## config.mk

```make
export PLATFORM = sky130hd
export DESIGN_NAME = key_flash_ctrl
export DESIGN_NICKNAME = d
export VERILOG_FILES = /design/src/rtl/key_flash_pkg.sv /design/src/rtl/key_debounce.sv /design/src/rtl/key_flash_ctrl.sv
export SDC_FILE = /design/constraint.sdc
export NUM_CORES = 1
export LEC_CHECK = 0
export ABC_CLOCK_PERIOD_IN_PS = 3500
export CORE_MARGIN = 2
export CORE_UTILIZATION = 60
export CTS_CLUSTER_DIAMETER = 50
export CTS_CLUSTER_SIZE = 12
export DETAILED_ROUTE_END_ITERATION = 16
export GPL_TIMING_DRIVEN = 0
export PLACE_DENSITY = 0.87
export SETUP_SLACK_MARGIN = 0.2
export SYNTH_ARGS = -nofsm -noshare
export SYNTH_HDL_FRONTEND = slang
export SYNTH_SLANG_ARGS = --single-unit
```

## constraint.sdc

```tcl
create_clock -name sys_clk -period 3.5 [get_ports sys_clk]
set_input_delay 0.7 -clock sys_clk [delete_from_list [all_inputs] [get_ports sys_clk]]
set_output_delay 0.7 -clock sys_clk [all_outputs]
set_load 0.01 [all_outputs]
```

## src/rtl/key_flash_pkg.sv

```systemverilog
// -----------------------------------------------------------------------------
// key_flash_pkg
// Shared definitions for the push-button flasher front end: FSM state
// encoding, default timing constants, timer width and a counter-width helper.
// Optional feature macro used by the design: KEY_FLASH_TIMEOUT_EN.
// -----------------------------------------------------------------------------
package key_flash_pkg;

  typedef enum logic {
    IDLE  = 1'b0,
    FLASH = 1'b1
  } state_t;

  // 20 ms and 5 s at a 50 MHz system clock
  localparam int unsigned DEBOUNCE_CYCLES_DEF = 32'd1_000_000;
  localparam int unsigned FLASH_CYCLES_DEF    = 32'd250_000_000;

  localparam int unsigned TMR_W = 32'd28;

  // Width needed for a counter that runs 0 .. n-1 (n >= 2).
  function automatic int unsigned cnt_width(input int unsigned n);
    if (n <= 32'd2) begin
      return 32'd1;
    end else begin
      return $clog2(n);
    end
  endfunction

endpackage

```

## src/rtl/key_debounce.sv

```systemverilog
// -----------------------------------------------------------------------------
// key_debounce
// Two-flop synchroniser, stability counter and falling-edge press detector
// for a raw active-low push-button.
// Ports:
//   sys_clk   in   system clock, rising edge
//   rst_n     in   synchronous active-low reset
//   key_in    in   raw key, active-low, asynchronous to sys_clk
//   key_press out  registered one-cycle pulse per debounced press
// Parameter: DEBOUNCE_CYCLES (>= 2) stable cycles to accept a new level.
// -----------------------------------------------------------------------------
module key_debounce
  import key_flash_pkg::*;
#(
  parameter int unsigned DEBOUNCE_CYCLES = DEBOUNCE_CYCLES_DEF
) (
  input  logic sys_clk,
  input  logic rst_n,
  input  logic key_in,
  output logic key_press
);

  localparam int unsigned   CW       = cnt_width(DEBOUNCE_CYCLES);
  localparam logic [CW-1:0] CNT_LAST = CW'(DEBOUNCE_CYCLES - 32'd1);
  localparam logic [CW-1:0] CNT_ONE  = CW'(32'd1);
  localparam logic [CW-1:0] CNT_ZERO = CW'(32'd0);

  logic          key_meta_r;
  logic          key_sync_r;
  logic          key_stable_r;
  logic          key_stable_d_r;
  logic          key_press_r;
  logic [CW-1:0] cnt_r;

  logic [CW-1:0] cnt_nxt_s;
  logic          stable_nxt_s;

  // Debounce next-state: count while the synchronised level differs, accept it on the last count.
  always_comb begin
    cnt_nxt_s    = CNT_ZERO;
    stable_nxt_s = key_stable_r;
    if (key_sync_r != key_stable_r) begin
      if (cnt_r == CNT_LAST) begin
        stable_nxt_s = key_sync_r;
        cnt_nxt_s    = CNT_ZERO;
      end else begin
        cnt_nxt_s    = cnt_r + CNT_ONE;
      end
    end else begin
      cnt_nxt_s = CNT_ZERO;
    end
  end

  // Synchroniser, debounce state and press pulse registers.
  always_ff @(posedge sys_clk) begin
    if (!rst_n) begin
      key_meta_r     <= 1'b1;
      key_sync_r     <= 1'b1;
      key_stable_r   <= 1'b1;
      key_stable_d_r <= 1'b1;
      key_press_r    <= 1'b0;
      cnt_r          <= CNT_ZERO;
    end else begin
      key_meta_r     <= key_in;
      key_sync_r     <= key_meta_r;
      key_stable_r   <= stable_nxt_s;
      key_stable_d_r <= key_stable_r;
      // Only the 1->0 (press) edge of the clean level produces a pulse.
      key_press_r    <= key_stable_d_r & ~key_stable_r;
      cnt_r          <= cnt_nxt_s;
    end
  end

  assign key_press = key_press_r;

endmodule

```

## src/rtl/key_flash_ctrl.sv

```systemverilog
// -----------------------------------------------------------------------------
// key_flash_ctrl
// Push-button front end for the LED flasher: debounced key press toggles a
// two-state IDLE/FLASH machine whose state drives the flasher enable.
// With KEY_FLASH_TIMEOUT_EN defined, a 28-bit timer ends FLASH after
// FLASH_CYCLES cycles and pulses flash_done; otherwise flash_done is 0 and
// FLASH_CYCLES is accepted but unused.
// Ports:
//   sys_clk    in   system clock, rising edge
//   rst_n      in   synchronous active-low reset
//   key_in     in   raw key, active-low, asynchronous
//   valid      out  1 while in FLASH (flasher enable)
//   key_press  out  one-cycle pulse per debounced press
//   flash_done out  one-cycle pulse when the auto-off timer expires
// -----------------------------------------------------------------------------
module key_flash_ctrl
  import key_flash_pkg::*;
#(
  parameter int unsigned DEBOUNCE_CYCLES = DEBOUNCE_CYCLES_DEF,
  parameter int unsigned FLASH_CYCLES    = FLASH_CYCLES_DEF
) (
  input  logic sys_clk,
  input  logic rst_n,
  input  logic key_in,
  output logic valid,
  output logic key_press,
  output logic flash_done
);

  // Reject configurations the counters cannot represent.
  if (DEBOUNCE_CYCLES < 32'd2) begin : g_bad_debounce
    $error("key_flash_ctrl: DEBOUNCE_CYCLES must be at least 2");
  end
  if ((FLASH_CYCLES < 32'd2) || (FLASH_CYCLES > 32'd268_435_456)) begin : g_bad_flash
    $error("key_flash_ctrl: FLASH_CYCLES must be in 2 .. 2**28");
  end

  logic   key_press_s;
  state_t state_r;
  state_t state_nxt_s;

  key_debounce #(
    .DEBOUNCE_CYCLES(DEBOUNCE_CYCLES)
  ) u_debounce (
    .sys_clk  (sys_clk),
    .rst_n    (rst_n),
    .key_in   (key_in),
    .key_press(key_press_s)
  );

`ifdef KEY_FLASH_TIMEOUT_EN
  localparam logic [TMR_W-1:0] TMR_LAST = TMR_W'(FLASH_CYCLES - 32'd1);
  localparam logic [TMR_W-1:0] TMR_ONE  = TMR_W'(32'd1);
  localparam logic [TMR_W-1:0] TMR_ZERO = TMR_W'(32'd0);

  logic [TMR_W-1:0] timer_r;
  logic [TMR_W-1:0] timer_nxt_s;
  logic             flash_done_r;
  logic             done_nxt_s;

  // FSM next state with timeout; timeout wins over a coincident press and does not re-arm.
  always_comb begin
    state_nxt_s = state_r;
    timer_nxt_s = TMR_ZERO;
    done_nxt_s  = 1'b0;
    case (state_r)
      IDLE: begin
        if (key_press_s) begin
          state_nxt_s = FLASH;
        end else begin
          state_nxt_s = IDLE;
        end
      end
      FLASH: begin
        if (timer_r == TMR_LAST) begin
          state_nxt_s = IDLE;
          done_nxt_s  = 1'b1;
        end else if (key_press_s) begin
          state_nxt_s = IDLE;
        end else begin
          state_nxt_s = FLASH;
          timer_nxt_s = timer_r + TMR_ONE;
        end
      end
      default: begin
        state_nxt_s = IDLE;
      end
    endcase
  end

  // State, timer and done-pulse registers.
  always_ff @(posedge sys_clk) begin
    if (!rst_n) begin
      state_r      <= IDLE;
      timer_r      <= TMR_ZERO;
      flash_done_r <= 1'b0;
    end else begin
      state_r      <= state_nxt_s;
      timer_r      <= timer_nxt_s;
      flash_done_r <= done_nxt_s;
    end
  end

  assign flash_done = flash_done_r;
`else
  // FSM next state: FLASH is left only by a press.
  always_comb begin
    state_nxt_s = state_r;
    case (state_r)
      IDLE: begin
        if (key_press_s) begin
          state_nxt_s = FLASH;
        end else begin
          state_nxt_s = IDLE;
        end
      end
      FLASH: begin
        if (key_press_s) begin
          state_nxt_s = IDLE;
        end else begin
          state_nxt_s = FLASH;
        end
      end
      default: begin
        state_nxt_s = IDLE;
      end
    endcase
  end

  // State register.
  always_ff @(posedge sys_clk) begin
    if (!rst_n) begin
      state_r <= IDLE;
    end else begin
      state_r <= state_nxt_s;
    end
  end

  assign flash_done = 1'b0;
`endif

  // The one-bit state register is the enable itself.
  assign valid     = (state_r == FLASH);
  assign key_press = key_press_s;

endmodule

```

# Yosys cells after proc, flatten, opt, wreduce, memory -nomap -nowiden
# Index checks and enable logic that the tools add are counted.
[word_totals]
reg_bits = 26
inputBits = 3
out_inout_bits = 3
elab_cells = 20
[classes]
addsub = 1
eq_ne = 2
mux = 3
n_bitwise = 5
n_reduce_logical = 2
[op_table]
columns = ["operator", "count"]
rows = [
  ["20-bit by 1-bit adder with 20-bit output, second input constant", 1],
  ["20-bit equality test, second input constant", 1],
  ["1-bit NOT", 4],
  ["3-bit OR reduction", 1],
  ["1-bit 2-to-1 mux", 2],
  ["1-bit case mux with 2 select lines", 1],
  ["2-bit AND reduction", 1],
  ["1-bit bitwise AND", 1],
  ["1-bit != test", 1],
]

# Depth between registers and ports, before layout
[depth]
word_depth = 3
mapped_depth = 6

# Hierarchy
# Synthesis repeated with hierarchy kept, for this count alone.
[unflattened]
hier_cells = 123
hier_area_um2 = 1111.1
[by_module_without_submodules]
columns = ["module", "instances", "cells_per_inst", "area_per_inst_um2", "seq_area_each_um2"]
rows = [
  ["key_debounce", 1, 118, 1064.8, 500.5],
  ["key_flash_ctrl", 1, 5, 46.3, 20.0],
]

# Worst setup path after synthesis
# Ideal clock, no wire load.
[synth_path]
path_kind = "register to register"
startpoint = "reg u_debounce.cnt_r[0]"
endpoint = "reg u_debounce.cnt_r[18]"
arrival_time_ps = 1898
required_time_ps = 3434
slack_ps = 1535
stages_incl_launch_ff = 7
synth_period_minus_slack_ps = 1965
cell_sequence = "dfxtp_1 > ha_1 > nand2_1 > or4_1 > buf_2 > or4_4 > a21oi_2"
[synth_between]
elab_chain_cells = 2
elab_cells_between_ends = 3
classes_between = "add/sub (1); eq/ne (1); reduce/logical (1)"
[synth_lines]
columns = ["item", "line_no", "source"]
rows = [
  ["start, declared", "key_debounce.sv:33", "logic [CW-1:0] cnt_r;"],
  ["start signal, assigned", "key_debounce.sv:70", "cnt_r <= cnt_nxt_s;"],
  ["parallel branches: the longest is 2 deep, another holds 20-bit by 1-bit adder with 20-bit output", "-", ""],
]
# Several ways; the timed one is not identified.
# A chain may end at the register's enable or synchronous reset.

# Worst setup path in the final report
# Ends and elaborated chain as after synthesis.

==> flow_summary_export.csv <==
group,metric,value,unit
worst_hold_path,hold_path_class,"flip-flop to flip-flop",
synth,syn_inst,123,
die,die_area,2240,um^2
die,die_w,47.3,um
worst_setup_path,r2r-start,"u_debounce.cnt_r[0]",
synth,ys_seq_elements,26,
synth,yosysSeqAreaShare,0.462,
synth,synth_fa_ha_area_frac,0.0111,
clocking,cts_buffers,3,
clocking,cts_sinks,26,
synth,synthDistinctLibCells,32,
synth,yosys-top-cells-count,"dfxtp_1, nor2_1, nand3_1, xor2_1",
synth,synthMuxAreaShare,0,
synth,synth-simple-area-share,0.282,
synth,synth_edf_count,0,
synth,yosysMostFrequentCell,"dfxtp_1",
clocking,cts_root_buffer,"clkbuf_4",
outcome,status,"completed",
clocking,hold_buffers,0,
synth,synth_area_leaders,"dfxtp_1, xor2_1, nor2_1, xnor2_1, nand3_1",
worst_setup_path,cp.required,3.76,ns
worst_setup_path,worstSetupPathType,"flip-flop to flip-flop",
clocking,clk_pin_slew,0.13,ns
detailed_routing,drt_wl_total,2.01,mm
layout,fillers,142,
clocking,ctsResizeCount,0,
global_routing,antenna_found_initial,0,
clocking,cts_setup_buffers,0,
synth,ys_warn_count,0,
synth,synth-main-ff-cell,"dfxtp_1",
global_routing,track_usage,0.217,
detailed_routing,wl_per_cell,12.9,um
sta,final_max_slew_viol_count,0,
detailed_routing,drtAntennaViolNets,0,
layout,syn2layout_area_growth,9.56,%
detailed_routing,drt_iter0_markers,11,
power_and_ir_drop,p_leak,0.396,nW
sta,finalHoldViolations,0,
synth,synth_compound_area_frac,0.0922,
clocking,insertion_delay,0.32,ns
die,rows,15,
global_routing,grt_max_degree,15,
clocking,cts_tree,"built",
synth,synth_nets,127,
power_and_ir_drop,power_density,371,nW/um^2
worst_setup_path,crit_arrival,2.42,ns
layout,fin_util,0.707,
detailed_routing,drcViolationCount,0,
worst_setup_path,r2r_cells,6,
synth,syn_area,1130,um^2
placement,portBuffers,4,
synth,synth.avg_cell_area,9.16,um^2
global_routing,grt_pass1_wl,3.29,mm
synth,synth_area_leader_cell,"dfxtp_1",
run,cap_viol_max_count,0,
synth,synthXorXnorAreaFrac,0.101,
detailed_routing,via_per_inst,5.61,
sta,fin_crit,2.15,ns
worst_hold_path,hold_depth,2,
sta,skew,0.00484,ns
layout,nets,136,
clocking,cts_buffer_depth,2,
sta,setup_viol,0,
die,boundaryPins,6,
placement,hpwl,1.46,mm
clocking,htree_levels,1,
power_and_ir_drop,ir_worst_vdd,0.325,mV
detailed_routing,drt_pass1_iterations,4,
synth,async_flop_share,0,
detailed_routing,num_vias,875,
sta,finalSetupTns,0,ns
worst_setup_path,rrSetupSlack,1.35,ns
sta,rsz0062_at_grt,"no",
worst_hold_path,min_to,"u_debounce.key_press",
synth,synth_top_family_by_area,"simple AND/OR/NAND/NOR gates",
sta,finalCritPeriodShare,0.615,
placement,gp_congestion,0.730,
worst_setup_path,rr_endpoint,"u_debounce.cnt_r[18]",
worst_hold_path,worstHoldStart,"u_debounce.key_stable_d_r",
layout,drive_gt1_frac,0.122,
worst_setup_path,start_kind,"flip-flop",
global_routing,grt_pass1_vias,792,
worst_setup_path,cp-end-kind,"flip-flop",
sta,fmax,464,MHz
worst_setup_path,cp_max_fo,7,
layout,antennaDiodeCount,0,
global_routing,overflow,0,
die,initial_core_util,0.645,
die,fp.coreArea,1750,um^2
die,die_h,47.3,um
synth,yosysTopAreaCellShare,0.462,
==> sequential cells by signal (all words and copies together) (netlist names) <==
name                       count
u_debounce.key_press           1
valid                          1
u_debounce.key_sync_r          1
u_debounce.cnt_r              20
u_debounce.key_stable_d_r      1
u_debounce.key_stable_r        1
u_debounce.key_meta_r          1
==> worst max-delay path, stage by stage (launching register included) <==
cell	delay, ns
dfxtp_1	0.42
ha_1	0.29
nand2_1	0.10
or4_1	0.47
buf_2	0.18
or4_4	0.49
a21oi_2	0.15
==> power breakdown <==
part / leakage (nW) / switching (mW) / internal (mW)
registers: 0.210 / 0.000981 / 0.297
logic: 0.165 / 0.00437 / 0.00453
clock network: 0.0210 / 0.0862 / 0.0637
==> stage by stage <==
| stage | hold WS (ns) | power (mW) | cell area, um^2 | cells | worst slack, ns |
|---|---|---|---|---|---|
| finish | 0.429 | 0.457 | 1230 | 156 | 1.35 |
| global placement | 0.394 | 0.313 | 1200 | 152 | 1.43 |
| CTS | 0.432 | 0.460 | 1230 | 156 | 1.36 |
| floorplan | 0.386 | 0.309 | 1130 | 123 | 1.54 |
| global route | 0.453 | 0.473 | 1230 | 156 | 1.28 |
| detailed placement | 0.413 | 0.314 | 1200 | 152 | 1.40 |
==> cell families (layout without fill, tap and decap cells) <==
group,count (synthesis),in the layout
XOR/XNOR,13,13
buffers and inverters,11,19
adder cells (fa/ha/maj),1,1
flip-flops,26,26
other,1,1
AND/OR/NAND/NOR,54,54
AO/OA/AOI/OAI,17,17
==> metal layers <==
layer	global-route usage	vias up	routed length, um
li1	-	441	-
met1	0.249	413	904
met2	0.373	13	1010
met3	0.0346	8	40
met4	0.133	0	57
met5	0	-	0
==> how the worst max path moves through the flow <==
stage / from / end / slack (ns)
detailed placement: u_debounce.cnt_r[0] / u_debounce.cnt_r[18] / 1.40
CTS: u_debounce.cnt_r[0] / u_debounce.cnt_r[18] / 1.36
global route: u_debounce.cnt_r[0] / u_debounce.cnt_r[18] / 1.28
global placement: u_debounce.cnt_r[0] / u_debounce.cnt_r[18] / 1.43
floorplan: u_debounce.cnt_r[0] / u_debounce.cnt_r[18] / 1.54
finish: u_debounce.cnt_r[0] / u_debounce.cnt_r[18] / 1.35
==> area by class of cell <==
type	instances	area (um^2)	share of cell area
Buffer	5	31.3	0.0254
Clock buffer	4	36.3	0.0294
Inverter	6	22.5	0.0183
Multi-Input combinational cell	86	552	0.447
Sequential cell	26	520	0.422
Tap cell	25	31.3	0.0254
Timing Repair Buffer	4	40.0	0.0325
==> layout by cell type (no fill, tap or decap) <==
| cell type | instances |
|---|---|
| nand4_4 | 1 |
| clkbuf_4 | 3 |
| and4_2 | 1 |
| and3_2 | 1 |
| nand2b_1 | 3 |
| or4b_2 | 1 |
| inv_1 | 6 |
| or2_2 | 1 |
| and2_1 | 1 |
| o31ai_1 | 2 |
| dfxtp_1 | 26 |
| nand3_1 | 7 |
| clkbuf_8 | 1 |
| or4_4 | 1 |
| buf_4 | 3 |
| ha_1 | 1 |
| nand4_1 | 3 |
| nor3_1 | 3 |
| a21oi_2 | 1 |
| xnor2_1 | 6 |
| o211ai_1 | 1 |
| clkbuf_1 | 1 |
| clkdlybuf4s50_1 | 4 |
| conb_1 | 1 |
| nand2_1 | 5 |
| xor2_1 | 7 |
| or3_1 | 5 |
| o211ai_2 | 1 |
| nor2_1 | 15 |
| or4bb_1 | 1 |
| buf_2 | 1 |
| a21oi_1 | 6 |
| or4_1 | 4 |
| or4b_1 | 1 |
| o21ai_0 | 6 |
Note: power is estimated with default switching activity, not from simulation.
==> RTL change 1: new RTL, config.mk and constraints unchanged <==
Set the package constant `DEBOUNCE_CYCLES_DEF` to 32'd2000000 (it was 32'd1_000_000).
--- a/src/rtl/key_flash_pkg.sv
+++ b/src/rtl/key_flash_pkg.sv
@@ -12,7 +12,7 @@
   } state_t;
 
   // 20 ms and 5 s at a 50 MHz system clock
-  localparam int unsigned DEBOUNCE_CYCLES_DEF = 32'd1_000_000;
+  localparam int unsigned DEBOUNCE_CYCLES_DEF = 32'd2000000;
   localparam int unsigned FLASH_CYCLES_DEF    = 32'd250_000_000;
 
   localparam int unsigned TMR_W = 32'd28;
Behaviour: same outputs for any inputs over 10 cycles, from zero or initial values and one cycle with rst_n low; that may be too few to reach the edited logic, so the function may still have changed.
==> RTL change 1 against the original RTL <==
Utilization up 0.62 points. Worst setup slack improved by 0.0059 ns. Sequential cell count increased by 1. Area after synthesis is 4.1% higher. Design area up 3.0%. Clock skew up 0.0022 ns. Maximum frequency up 0.27%. Via count up 4.6%. Global-route usage down 2.5 points. Power is 1.6% lower. Wire length is the same. Sequential power is 4% higher. Cell count grew 4.5%. Critical endpoint is now u_debounce.cnt_r[10]$_SDFF_PP0_.
==> RTL change 1: results (changes against the original RTL) <==
Status
  • Outcome: finished clean

Worst setup path
  • Slowest cell on the critical path: nor4_1
  • Delay of the slowest cell on the worst path: 0.55 ns (+0.06 ns)
  • Maximum fanout along the worst path: 10 (+3)
  • Worst EP arrival: 2.37 ns (-0.05 ns)

Drt
  • Vias per cell: 5.61 (about the same)
  • Drt initial violations: 14 (+3)
  • Post-DR wirelength/cell: 12.3 um (-4.3%)

Yosys
  • Average size of a mapped cell: 9.02 um2 (-1.5%)
  • Top cells by area in the synthesized netlist: dfxtp_1, xor2_1, nor2_1
  • Post-Synthesis Net Count: 134 (+5.5%)
  • Synth unique cells: 31 (-3.1%)
  • Fraction of the yosys area taken by sequential cells: 46.1% (-0.12 points)
  • Synth top cells by count: dfxtp_1, nor2_1, nand3_1, xor2_1

Placed design
  • Routability Congestion: 0.853 (+17%)
  • Area post-placement: 0.00124 mm2 (+3.9%)
  • Worst slack, placed: 1.42 ns (+0.0205 ns)
  • Detailed Place HPWL: 1.44 mm (-1.0%)

Pwr
  • Worst voltage drop across the vdd grid: 0.346 mV (+6.5%)
  • Switching share of power: 20.8% (+0.75 points)
  • Power of the combinational group: 0.00912 mW (+2.5%)
  • Leakage power of the design: 0.392 nW (-0.84%)
  • Sequential cell fraction of total power: 68.8% (+3.5 points)

Finish
  • Count of placed standard cells in the final layout, fillers left out: 163 (+4.5%)
  • Design area: 0.00127 mm2 (+3.0%)
  • Flip-flop count of the largest register, all copies and words added: 21 (+5.0%)
  • Final layout net count: 143 (+5.1%)
  • Largest Register: u_debounce.cnt_r
  • Share of post-route cells with drive strength above 1: 10.1% (-2.1 points)

Global route
  • Global router's overall resource usage: 19.2% (-2.5 points)
  • Number of global-route vias before repair: 778 (-1.8%)
  • First-pass GRT wire length: 3.10 mm (-5.9%)
  • Pin count of the biggest net entering global routing: 16 (+1)

Hold path
  • Min-Delay Path Class: reg -> reg

Timing
  • Worst setup skew after layout: 0.00707 ns (+0.00223 ns)

Clock network
  • Clock-pin slew on the worst setup and hold paths: around 0.14 ns
  • H-tree depth: 1 (unchanged)
[RTL change 1: cell types whose count changed after synthesis, moves of 2 or more]
cell,before,now
and4_1,0,2
nand2_1,5,7
nand4_1,3,5
nor4_1,0,2
[RTL change 1: critical path, delay by kind of cell, from the launching register on]
family / cells / cell delay (ns)
buffers and inverters: 2 / 0.32
AO/OA/AOI/OAI: 1 / 0.22
flip-flops: 1 / 0.36
AND/OR/NAND/NOR: 3 / 1.15
[RTL change 1: worst paths after layout]
path                                endpoint                                 start  slack, ns  cells after the start
max          u_debounce.cnt_r[10]$_SDFF_PP0_       u_debounce.cnt_r[12]$_SDFF_PP0_       1.35                      6
min          u_debounce.key_press$_SDFF_PN0_  u_debounce.key_stable_d_r$_SDFF_PN1_       0.42                      2
max reg2reg  u_debounce.cnt_r[10]$_SDFF_PP0_       u_debounce.cnt_r[12]$_SDFF_PP0_       1.35                      6
min reg2reg  u_debounce.key_press$_SDFF_PN0_  u_debounce.key_stable_d_r$_SDFF_PN1_       0.42                      2
[RTL change 1: metal layers]
layer	global-route usage [%]	vias up	wire, um
met3	3.33	4	66
met4	8.65	0	29
met5	0	-	0
met1	24.6	421	1010
li1	-	472	-
met2	31.6	18	905
[RTL change 1: logic make-up after synthesis]
family,Yosys count,share of synthesized area [%]
simple gates,61,29.2
other cells,1,0.320
fa+ha+maj,1,1.07
buf+inv,9,4.27
xor+xnor,13,9.71
compound gates,18,9.28
flops,27,46.1
[RTL change 1: cell type report]
type | count | area (um2)
flip-flops and latches | 27 | 541
inverters | 5 | 18.8
repair buffers | 4 | 40.0
clock inverters | 1 | 5.00
multi-input cells | 94 | 582
clock buffers | 3 | 22.5
plain buffers | 4 | 31.3
well taps | 25 | 31.3
fillers | 141 | 512
==> RTL change 2: new RTL, same flow settings <==
Without the edit above. Put a register stage on the output `key_press`, without a reset. The value now appears one clock later. The other outputs are not delayed to match. Comments in the files are not updated.
--- a/src/rtl/key_flash_ctrl.sv
+++ b/src/rtl/key_flash_ctrl.sv
@@ -26,6 +26,8 @@
   output logic key_press,
   output logic flash_done
 );
+
+  logic key_press_d;
 
   // Reject configurations the counters cannot represent.
   if (DEBOUNCE_CYCLES < 32'd2) begin : g_bad_debounce
@@ -141,7 +143,11 @@
 
   // The one-bit state register is the enable itself.
   assign valid     = (state_r == FLASH);
-  assign key_press = key_press_s;
+  assign key_press_d = key_press_s;
+
+  always_ff @(posedge sys_clk) begin
+    key_press <= key_press_d;
+  end
 
 endmodule
 
Check against the original RTL: same outputs for any inputs over 10 cycles, from zero or initial values and one cycle with rst_n low; that may be too few to reach the edited logic, so the function may still have changed.
==> RTL change 2 against the original RTL <==
Worst setup slack got worse by 0.017 ns. Non-clock buffer count unchanged. Sequential cell count grew 1. Wire length decreased by 1.9%. Power fell by 0.16%. Area after synthesis grew 1.8%. Clock skew down 0.0018 ns. Design area grew 0.91%.
==> RTL change 2: results (changes against the original RTL) <==
Global route
  • Global router's overall resource usage: 20.5% (-1.2 points)
  • First-pass GRT wire length: 3.25 mm (-1.3%)
  • Number of global-route vias before repair: 791 (-0.13%)

Timing
  • Hold slack: 0.375 ns (-0.0541 ns)
  • Worst setup skew after layout: 0.00305 ns (-0.00179 ns)

Finish
  • Count of fill cells added during filler insertion: 135 (-4.9%)
  • Final layout net count: 137 (+0.74%)
  • Share of post-route cells with drive strength above 1: 12.1% (-0.093 points)

Drt
  • Number of detailed-routing iterations run before antenna repair: 4 (unchanged)
  • Drt initial violations: 20 (+9)
  • Total vias in the final route: 876 (+0.11%)
  • Vias per cell: 5.58 (-0.52%)

Yosys
  • Top cells by area in the synthesized netlist: dfxtp_1, xor2_1, nor2_1
  • Post-Synthesis Net Count: 128 (+0.79%)
  • Fraction of the yosys area taken by sequential cells: 47.2% (+0.94 points)
  • Synth top cells by count: dfxtp_1, nor2_1, nand3_1, xor2_1

Placed design
  • Detailed Place HPWL: 1.44 mm (-1.1%)
  • Routability Congestion: 0.773 (+5.9%)
  • Worst slack, placed: 1.38 ns (-0.0190 ns)
  • Instance count after placement with tap cells included: 153 (+0.66%)
  • Area post-placement: 0.00122 mm2 (+1.7%)

Clock network
  • Insertion delay to the later sink of the worst-skew pair: 0.34 ns (+0.02 ns)

Hold path
  • Cell count of the worst hold path: 0 (-2)
  • Capture endpoint of the worst hold path: key_press$_DFF_P_
  • Hold wc startpoint: u_debounce.key_press$_SDFF_PN0_

Status
  • Outcome: finished clean

Worst setup path
  • Worst EP arrival: 2.46 ns (+0.04 ns)
  • Reg2Reg Setup Slack: 1.33 ns (-0.02 ns)

Pwr
  • Switching share of power: 21.9% (+1.9 points)
  • Clock group share of total power: 30.2% (-2.6 points)
  • Total power draw: 0.456 mW (-0.16%)
  • Leakage power of the design: 0.401 nW (+1.2%)
==> RTL change 2: worst max path at each step <==
stage	endpoint	slack [ns]
global placement	u_debounce.cnt_r[18]$_SDFF_PP0_	1.42
global route	u_debounce.cnt_r[18]$_SDFF_PP0_	1.25
floorplan	u_debounce.cnt_r[18]$_SDFF_PP0_	1.54
CTS	u_debounce.cnt_r[18]$_SDFF_PP0_	1.35
finish	u_debounce.cnt_r[18]$_SDFF_PP0_	1.33
detailed placement	u_debounce.cnt_r[18]$_SDFF_PP0_	1.38
==> RTL change 2: cells by family (layout without fill, tap and decap cells) <==
group,count (synthesis),after routing,synth area share [%]
AOI/OAI and AO/OA,17,17,9.06
and+or+nand+nor,54,54,27.7
buffers and inverters,11,19,4.69
DFF,27,27,47.2
adders and majority gates,1,1,1.09
other,1,1,0.327
xor gates and xnor gates,13,13,9.93
==> RTL change 2: metal layers <==
| metal | up-vias | part of all wire (%) | GRT usage, % |
|---|---|---|---|
| met5 | - | 0 | 0 |
| met4 | 0 | 2.7 | 11.9 |
| met3 | 7 | 2.0 | 2.26 |
| met2 | 14 | 47 | 34.4 |
| met1 | 408 | 48 | 25.4 |
| li1 | 447 | - | - |
==> RTL change 2: layout make-up <==
cell class / count / area share (%)
Buffer: 5 / 2.51
Clock buffer: 3 / 1.81
Clock inverter: 1 / 0.402
Inverter: 6 / 1.81
Multi-Input combinational cell: 86 / 44.3
Sequential cell: 27 / 43.4
Tap cell: 25 / 2.51
Timing Repair Buffer: 4 / 3.22
==> RTL change 2: critical path, cell delays in order (launching register included) <==
cell and delay, ns:
dfxtp_1 0.42, ha_1 0.31, nand2_1 0.11, or4_1 0.48, buf_2 0.18, or4_4 0.48, a21oi_2 0.13
